### src/rtl/bru_pkg.sv
// Shared definitions for the branch resolve unit: funct3 encodings, FSM states
// and the flush counter width.
package bru_pkg;

  localparam logic [2:0] F3_BEQ  = 3'b000;
  localparam logic [2:0] F3_BNE  = 3'b001;
  localparam logic [2:0] F3_BLT  = 3'b100;
  localparam logic [2:0] F3_BGE  = 3'b101;
  localparam logic [2:0] F3_BLTU = 3'b110;
  localparam logic [2:0] F3_BGEU = 3'b111;

  localparam int unsigned FLUSH_CNT_W = 4;

  typedef enum logic [1:0] {
    IDLE  = 2'd0,
    REQ   = 2'd1,
    FLUSH = 2'd2
  } bru_state_e;

endpackage

### src/rtl/branch_cond_eval.sv
// Combinational RISC-V branch condition from funct3 and subtract flags (A-B).
// C is the no-borrow flag, so it is set when A >= B unsigned.
module branch_cond_eval
  import bru_pkg::*;
(
  input  logic [2:0] funct3_i,
  input  logic       z_i,
  input  logic       n_i,
  input  logic       v_i,
  input  logic       c_i,
  output logic       cond_o,
  output logic       illegal_o
);

  // funct3 decode into taken condition; 010/011 are reserved
  always_comb begin
    cond_o    = 1'b0;
    illegal_o = 1'b0;
    case (funct3_i)
      F3_BEQ:  cond_o = z_i;
      F3_BNE:  cond_o = ~z_i;
      F3_BLT:  cond_o = n_i ^ v_i;
      F3_BGE:  cond_o = ~(n_i ^ v_i);
      F3_BLTU: cond_o = ~c_i;
      F3_BGEU: cond_o = c_i;
      default: begin
        cond_o    = 1'b0;
        illegal_o = 1'b1;
      end
    endcase
  end

endmodule

### src/rtl/branch_resolve_unit.sv
// Execute-stage branch/jump resolution with a registered PC redirect handshake
// and post-redirect flush. Define BRU_PERF_CNT_EN to add performance counters.
module branch_resolve_unit
  import bru_pkg::*;
#(
  parameter int unsigned XLEN         = 32,
  parameter int unsigned FLUSH_CYCLES = 1
) (
  input  logic            clk,
  input  logic            rst,
  input  logic            ex_valid_i,
  input  logic            ex_branch_i,
  input  logic            ex_jump_i,
  input  logic [2:0]      ex_funct3_i,
  input  logic            ex_z_i,
  input  logic            ex_n_i,
  input  logic            ex_v_i,
  input  logic            ex_c_i,
  input  logic [XLEN-1:0] ex_target_i,
  input  logic            fetch_ready_i,
  output logic            redirect_valid_o,
  output logic [XLEN-1:0] redirect_pc_o,
  output logic            flush_ifid_o,
  output logic            flush_idex_o,
  output logic            stall_o,
  output logic            illegal_o
`ifdef BRU_PERF_CNT_EN
  ,
  output logic [31:0]     perf_branches_o,
  output logic [31:0]     perf_taken_o,
  output logic [15:0]     perf_illegal_o
`endif
);

  localparam logic [FLUSH_CNT_W-1:0] FLUSH_LOAD = FLUSH_CNT_W'(FLUSH_CYCLES);
  localparam logic [FLUSH_CNT_W-1:0] CNT_ONE    = FLUSH_CNT_W'(1);
  localparam logic [FLUSH_CNT_W-1:0] CNT_ZERO   = FLUSH_CNT_W'(0);

  bru_state_e             state_q, state_d;
  logic [FLUSH_CNT_W-1:0] cnt_q, cnt_d;
  logic [XLEN-1:0]        pc_q, pc_d;
  logic                   illegal_q, illegal_d;
  logic                   cond_s, rsvd_s, taken_s, idle_s;

  branch_cond_eval u_cond (
    .funct3_i  (ex_funct3_i),
    .z_i       (ex_z_i),
    .n_i       (ex_n_i),
    .v_i       (ex_v_i),
    .c_i       (ex_c_i),
    .cond_o    (cond_s),
    .illegal_o (rsvd_s)
  );

  assign idle_s    = (state_q == IDLE);
  assign taken_s   = ex_valid_i & (ex_jump_i | (ex_branch_i & cond_s));
  // Anything arriving while busy is wrong-path and must not raise illegal_o
  assign illegal_d = idle_s & ex_valid_i & ex_branch_i & ~ex_jump_i & rsvd_s;

  // State, flush counter, redirect target and illegal pulse registers
  always_ff @(posedge clk or negedge rst) begin
    if (!rst) begin
      state_q   <= IDLE;
      cnt_q     <= CNT_ZERO;
      pc_q      <= {XLEN{1'b0}};
      illegal_q <= 1'b0;
    end else begin
      state_q   <= state_d;
      cnt_q     <= cnt_d;
      pc_q      <= pc_d;
      illegal_q <= illegal_d;
    end
  end

  // Next-state logic; the target is captured only on the IDLE->REQ transition
  always_comb begin
    state_d = state_q;
    cnt_d   = cnt_q;
    pc_d    = pc_q;
    case (state_q)
      IDLE: begin
        if (taken_s) begin
          state_d = REQ;
          pc_d    = ex_target_i;
        end else begin
          state_d = IDLE;
        end
      end
      REQ: begin
        if (fetch_ready_i) begin
          if (FLUSH_CYCLES > 0) begin
            state_d = FLUSH;
            cnt_d   = FLUSH_LOAD;
          end else begin
            state_d = IDLE;
          end
        end else begin
          state_d = REQ;
        end
      end
      FLUSH: begin
        if (cnt_q <= CNT_ONE) begin
          state_d = IDLE;
          cnt_d   = CNT_ZERO;
        end else begin
          state_d = FLUSH;
          cnt_d   = cnt_q - CNT_ONE;
        end
      end
      default: begin
        state_d = IDLE;
        cnt_d   = CNT_ZERO;
      end
    endcase
  end

  // Output decode from the state register
  always_comb begin
    redirect_valid_o = 1'b0;
    stall_o          = 1'b0;
    flush_ifid_o     = 1'b0;
    flush_idex_o     = 1'b0;
    case (state_q)
      REQ: begin
        redirect_valid_o = 1'b1;
        stall_o          = 1'b1;
        flush_ifid_o     = 1'b1;
        flush_idex_o     = 1'b1;
      end
      FLUSH: begin
        flush_ifid_o = 1'b1;
        flush_idex_o = 1'b1;
      end
      default: begin
        redirect_valid_o = 1'b0;
        stall_o          = 1'b0;
      end
    endcase
  end

  assign redirect_pc_o = pc_q;
  assign illegal_o     = illegal_q;

`ifdef BRU_PERF_CNT_EN
  logic [31:0] perf_br_q, perf_tk_q;
  logic [15:0] perf_il_q;

  // Event counters, frozen while a redirect or flush is in progress
  always_ff @(posedge clk or negedge rst) begin
    if (!rst) begin
      perf_br_q <= 32'd0;
      perf_tk_q <= 32'd0;
      perf_il_q <= 16'd0;
    end else if (idle_s) begin
      if (ex_valid_i & ex_branch_i) perf_br_q <= perf_br_q + 32'd1;
      if (taken_s)                  perf_tk_q <= perf_tk_q + 32'd1;
      if (illegal_d)                perf_il_q <= perf_il_q + 16'd1;
    end
  end

  assign perf_branches_o = perf_br_q;
  assign perf_taken_o    = perf_tk_q;
  assign perf_illegal_o  = perf_il_q;
`endif

endmodule

### config.mk
export PLATFORM = sky130hd
export DESIGN_NAME = branch_resolve_unit
export DESIGN_NICKNAME = d
export VERILOG_FILES = /design/src/rtl/bru_pkg.sv /design/src/rtl/branch_cond_eval.sv /design/src/rtl/branch_resolve_unit.sv
export SDC_FILE = /design/constraint.sdc
export NUM_CORES = 1
export LEC_CHECK = 0
export ABC_AREA = 0
export CAP_MARGIN = 20
export CORE_MARGIN = 8
export CORE_UTILIZATION = 43
export CTS_BUF_LIST = sky130_fd_sc_hd__clkbuf_4 sky130_fd_sc_hd__clkbuf_8
export DETAILED_ROUTE_END_ITERATION = 8
export PLACE_DENSITY = 0.82
export SLEW_MARGIN = 20
export SYNTH_ARGS = -nofsm -noshare
export SYNTH_HDL_FRONTEND = slang
export SYNTH_HIERARCHICAL = 1
export SYNTH_SLANG_ARGS = --single-unit
### constraint.sdc
create_clock -name clk -period 1.9 [get_ports clk]
set_input_delay 0.38 -clock clk [delete_from_list [all_inputs] [get_ports clk]]
set_output_delay 0.38 -clock clk [all_outputs]
set_load 0.01 [all_outputs]
# After elaboration in Yosys (flattened, before gate mapping)
# Index checks and enable logic that the tools add are counted.
[totals]
input_bits = 45
elab_cells = 44
output_inout_bits = 37
ff_bits = 39
[classes]
addsub = 1
n_eq_ne = 8
reduce_logical = 6
n_mux = 11
n_bitwise = 13
magnitude_cmp = 1
[op_table]
columns = ["cell", "n"]
rows = [
  ["equality test 3 bit (second input constant)", 4],
  ["case mux 4 bit (3 select lines)", 1],
  ["2-to-1 mux 4 bit", 2],
  ["AND 1 bit", 6],
  ["case mux 1 bit (6 select lines)", 1],
  ["case mux 2 bit (3 select lines)", 1],
  ["OR reduction 6 bit", 1],
  ["inverter 1 bit", 5],
  ["<= comparator 4 x 1 -> 1 bit (second input constant)", 1],
  ["2-to-1 mux 1 bit", 4],
  ["2-to-1 mux 2 bit", 2],
  ["AND reduction 2 bit", 2],
  ["subtractor 4 x 1 -> 4 bit (second input constant)", 1],
  ["equality test 3 x 1 -> 1 bit (second input constant)", 1],
  ["logical NOT 3 bit", 1],
  ["equality test 2 x 1 -> 1 bit (second input constant)", 1],
  ["equality test 2 bit (second input constant)", 1],
  ["logical NOT 2 bit", 1],
  ["inequality test 2 bit (second input constant)", 1],
  ["OR reduction 2 bit", 1],
  ["bitwise OR 1 bit", 1],
  ["bitwise XOR 1 bit", 1],
]

# Longest topological paths before layout
[logic_depth]
word_depth = 8
ltp_mapped = 8
mapped_depth_nobuf = 7

# Hierarchy
# The synthesis kept the hierarchy.
[modules_own_cells]
columns = ["module", "area_per_inst_um2", "cells_per_inst", "n_inst", "seq_area_each_um2"]
rows = [
  ["branch_resolve_unit", 1781.7, 116, 1, 975.9],
  ["branch_cond_eval", 73.8, 11, 1, 0.0],
]

# Worst setup path before layout
# No wires, ideal clock.
[synth_timing]
path_type = "input to register"
start = "in ex_n_i"
end = "reg pc_q[10], in the netlist redirect_pc_o[10]"
arrival_ns = 1.874
setup_ns = 0.125
slack_ns = -0.099
cell_stages = 7
t_required_ns = 1.775
n_path_buf = 1
cell_sequence = "xnor2_1 > and4b_1 > or4_1 > a21oi_2 > nor2_4 > buf_12 > mux2_4"
[synth_between]
elab_chain_cells = 7
[synth_rtl]
columns = ["item", "line_no", "source"]
rows = [
  ["start, declared", "branch_resolve_unit.sv:16", "input logic ex_n_i,"],
  ["bitwise XOR 1 bit (*)", "branch_cond_eval.sv:22, branch_cond_eval.sv:23", ""],
  ["inverter 1 bit", "branch_cond_eval.sv:23", "F3_BGE: cond_o = ~(n_i ^ v_i);"],
  ["case mux 1 bit (6 select lines) (*)", "branch_cond_eval.sv:19", "case (funct3_i)"],
  ["named net cond_s", "branch_resolve_unit.sv:43", "logic cond_s, rsvd_s, taken_s, idle_s;"],
  ["AND 1 bit (*)", "branch_resolve_unit.sv:56", "assign taken_s = ex_valid_i & (ex_jump_i | (ex_branch_i & cond_s));"],
  ["bitwise OR 1 bit (*)", "branch_resolve_unit.sv:56", ""],
  ["AND 1 bit (*)", "branch_resolve_unit.sv:56", ""],
  ["AND reduction 2 bit (no line) (*)", "n/a", ""],
  ["end signal, assigned", "branch_resolve_unit.sv:65", "pc_q <= {XLEN{1'b0}};"],
  ["end signal, assigned", "branch_resolve_unit.sv:70", "pc_q <= pc_d;"],
  ["end, declared", "branch_resolve_unit.sv:41", "logic [XLEN-1:0] pc_q, pc_d;"],
]
# Mark *: on every way through the listed nets, which the timed path passes. The rest lies on a longest branch.
# A chain may end at the register's enable or synchronous reset.

# Worst setup path in the final report
[layout_timing]
start = "in ex_v_i"
end = "reg pc_q[4], in the netlist redirect_pc_o[4]"
[layout_between]
elab_chain_cells = 7
[layout_rtl]
columns = ["item", "line_no", "source"]
rows = [
  ["start, declared", "branch_resolve_unit.sv:17", "input logic ex_v_i,"],
  ["bitwise XOR 1 bit (*)", "branch_cond_eval.sv:22, branch_cond_eval.sv:23", ""],
  ["inverter 1 bit", "branch_cond_eval.sv:23", ""],
  ["case mux 1 bit (6 select lines) (*)", "branch_cond_eval.sv:19", ""],
  ["named net cond_s", "branch_resolve_unit.sv:43", ""],
  ["AND 1 bit (*)", "branch_resolve_unit.sv:56", ""],
  ["bitwise OR 1 bit (*)", "branch_resolve_unit.sv:56", ""],
  ["AND 1 bit (*)", "branch_resolve_unit.sv:56", ""],
  ["AND reduction 2 bit (no line) (*)", "n/a", ""],
]
# Marked as above.

==> metrics.txt <==
CP startpoint kind=input pin; post-route ant nets=0; Worst R2R Setup Slack=0.13 ns; Setup WS post-layout=0.0550 ns; Initial DRC Count=42; Yosys cell types=28; period utilisation layout=97.1%; Fillers=316; initial antenna violation count=0; status=completed; htree depth=2; Placer Congestion=0.817; RSZ-0062 raised after global routing=false; Ant. Diodes=0; die area=6670 um^2; number of hold violations in the final report=0; HP Class=input pin to async pin; largest net degree at the start of global routing=40; Post-Syn Area=1860 um^2; maximum fanout along the worst path=6; Cells after DPL=259; WL final=4530 um; Area growth, synth to finish=57.9%; Nets=268; cell family with most CP delay=simple AND/OR/NAND/NOR gates; P_leak=1.30 nW; Global Route Usage Sum=13.7%; top cells by count, synth=dfrtp_1, mux2_4, inv_1, nand2_1, ha_1; FF+latch count, synth=39; Slew @ Worst Pin=0.496 ns; main combinational cell family by area after synthesis=multiplexers; row count=24; Final HPWL DP=3340 um; hold_ws=0.136 ns; reg2reg start=state_q[0]; CTS Buf Count=5; Clk pin slew, worst setup/hold paths=0.08 ns; Simple-Gate Fraction of Synth Area=7.48%; Starting Density=43.5%; number of flops mapped to enable cells by yosys=0; minimum clock period=1.84 ns; Area contributors post-synth=dfrtp_1, mux2_4, ha_1; Worst-Skew Late Latency=0.29 ns; DR pass1 iterations=4; CTS Sinks=39; max-cap violations=0; setup TNS=0 ns; via count=1,327; Req. time, crit path=2.07 ns; Core Box Area=4260 um^2; first-pass GRT wire length=6970 um; Bufs and invs on worst path=2; Port Buffers=81; drt wl/cell=16.8 um; Slew HR=66.9%; fin cells=270; setup violators final=0; Peak Freq=542 MHz; worst r2r dst=redirect_pc_o[4]; sequential area share after synthesis=52.6%; CTS Buffer Depth=2; total power per unit cell area=1440 nW/um^2; mean post-synth cell area=14.6 um^2; vias in the first global route=1,443; most common cell in the synthesized netlist=dfrtp_1; CP endpoint kind=flop; TritonCTS clock tree=built; post-synthesis compound-gate area fraction=4.18%; XOR/XNOR Fraction of Synth Area=0.944%; CP max stage delay=0.55 ns; final count of pins violating max slew=0; Synth Warn #=6; mux contribution to synthesized area=25.3%; largest area contributor in the netlist=dfrtp_1; total overflow reported by the global router=0; Post-CTS Hold Buffers=0; Post-synth ARST share=100%; Setup crit start=ex_v_i; cells after synthesis=127; Setup CP Type=input pin to flop; Die H=81.7 um; area share of fa/ha/maj cells after synthesis=4.05%; layout cells sized above 1=28.9%; DRC=0; syn nets=178; pre-CTS setup slack=-0.658 ns; crit-path cells=buf_6, xnor2_4, nor4b_2, or4_4, a21oi_4, nor2_4, clkbuf_16, mux2_4; Worst Path Arrival=2.01 ns; Critical Path Slowest Stage Cell=or4_4; Top FF cell, synth=dfrtp_1; vias per cell=4.91; Die W=81.7 um; IO Count=82; Final Skew=0.00928 ns; worst reg2reg path depth=6; maximum vdd drop=0.000782 V; post-synth top area share=52.6%; root cell of the clock tree=clkbuf_8
## placed cells by master (no fill, tap or decap), drive strengths merged
| cell type | count |
|---|---|
| and4b | 1 |
| nor2b | 2 |
| dlygate4sd2 | 4 |
| inv | 7 |
| clkinv | 2 |
| clkdlybuf4s15 | 2 |
| o31ai | 2 |
| nand2 | 8 |
| and4 | 1 |
| nor2 | 4 |
| o41ai | 1 |
| a21oi | 6 |
| nand2b | 2 |
| or4 | 1 |
| o31a | 1 |
| dfrtp | 39 |
| nor3 | 3 |
| clkdlybuf4s50 | 69 |
| mux2 | 32 |
| xnor2 | 2 |
| buf | 11 |
| bufinv | 1 |
| nor4b | 1 |
| or2 | 1 |
| ha | 6 |
| clkbuf | 7 |
| o21ai | 1 |
| a31oi | 1 |
## power by group
group | switching (mW) | internal, mW | total, mW
logic | 0.745 | 1.38 | 2.12
clock network | 0.291 | 0.391 | 0.681
registers | 0.224 | 1.21 | 1.43
## metal layers
layer	part of all wire [%]	track usage, %	vias to the layer above
met5	0	0	-
met4	1.0	4.21	0
met3	10	6.13	6
met2	44	21.7	57
met1	45	16.3	643
li1	-	-	621
## metrics by stage
step           instance area (um^2)  utilization [%]  total power [mW]
2_1_floorplan                  1870                -              2.48
3_3_place_gp                   2740             64.2              3.48
3_5_place_dp                   2740             64.2              3.53
4_1_cts                        2900             68.0              4.27
5_1_grt                        2930             68.7              4.48
6_report                       2930             68.7              4.23
## how the worst max path moves through the flow
stage / endpoint / cells past startpoint
global placement: redirect_pc_o[0] / 8
CTS: redirect_pc_o[12] / 7
detailed placement: redirect_pc_o[21] / 8
floorplan: redirect_pc_o[10] / 7
global route: redirect_pc_o[2] / 8
finish: redirect_pc_o[4] / 8
## layout make-up
type                       instances  area (um^2)  area share (%)
multi-input combinational         76          835            28.5
sequential                        39          976            33.3
timing repair buffer              88          916            31.3
clock inverter                     3         43.8            1.49
inverter                           7         26.3           0.897
tap                               52         65.1            2.22
clock buffer                       5         68.8            2.35
## kinds of logic (layout without fill, tap and decap cells)
group | Yosys count | in the layout
muxes | 32 | 32
adders and majority gates | 6 | 6
AOI/OAI and AO/OA | 12 | 12
xor gates and xnor gates | 2 | 2
and+or+nand+nor | 24 | 24
DFF | 39 | 39
buffers and inverters | 12 | 103
## state kept, by name, summed over array words and instances (netlist names)
signal	flops
redirect_pc_o	32
cnt_q	4
state_q	2
illegal_o	1
## timing repair
action,in CTS,in global routing
buffers inserted,0,1
resized for setup,30,13
cloned,2,0
pin swaps,4,6
endpoints found under the setup margin,37,32
(Power assumes the default switching activity.)
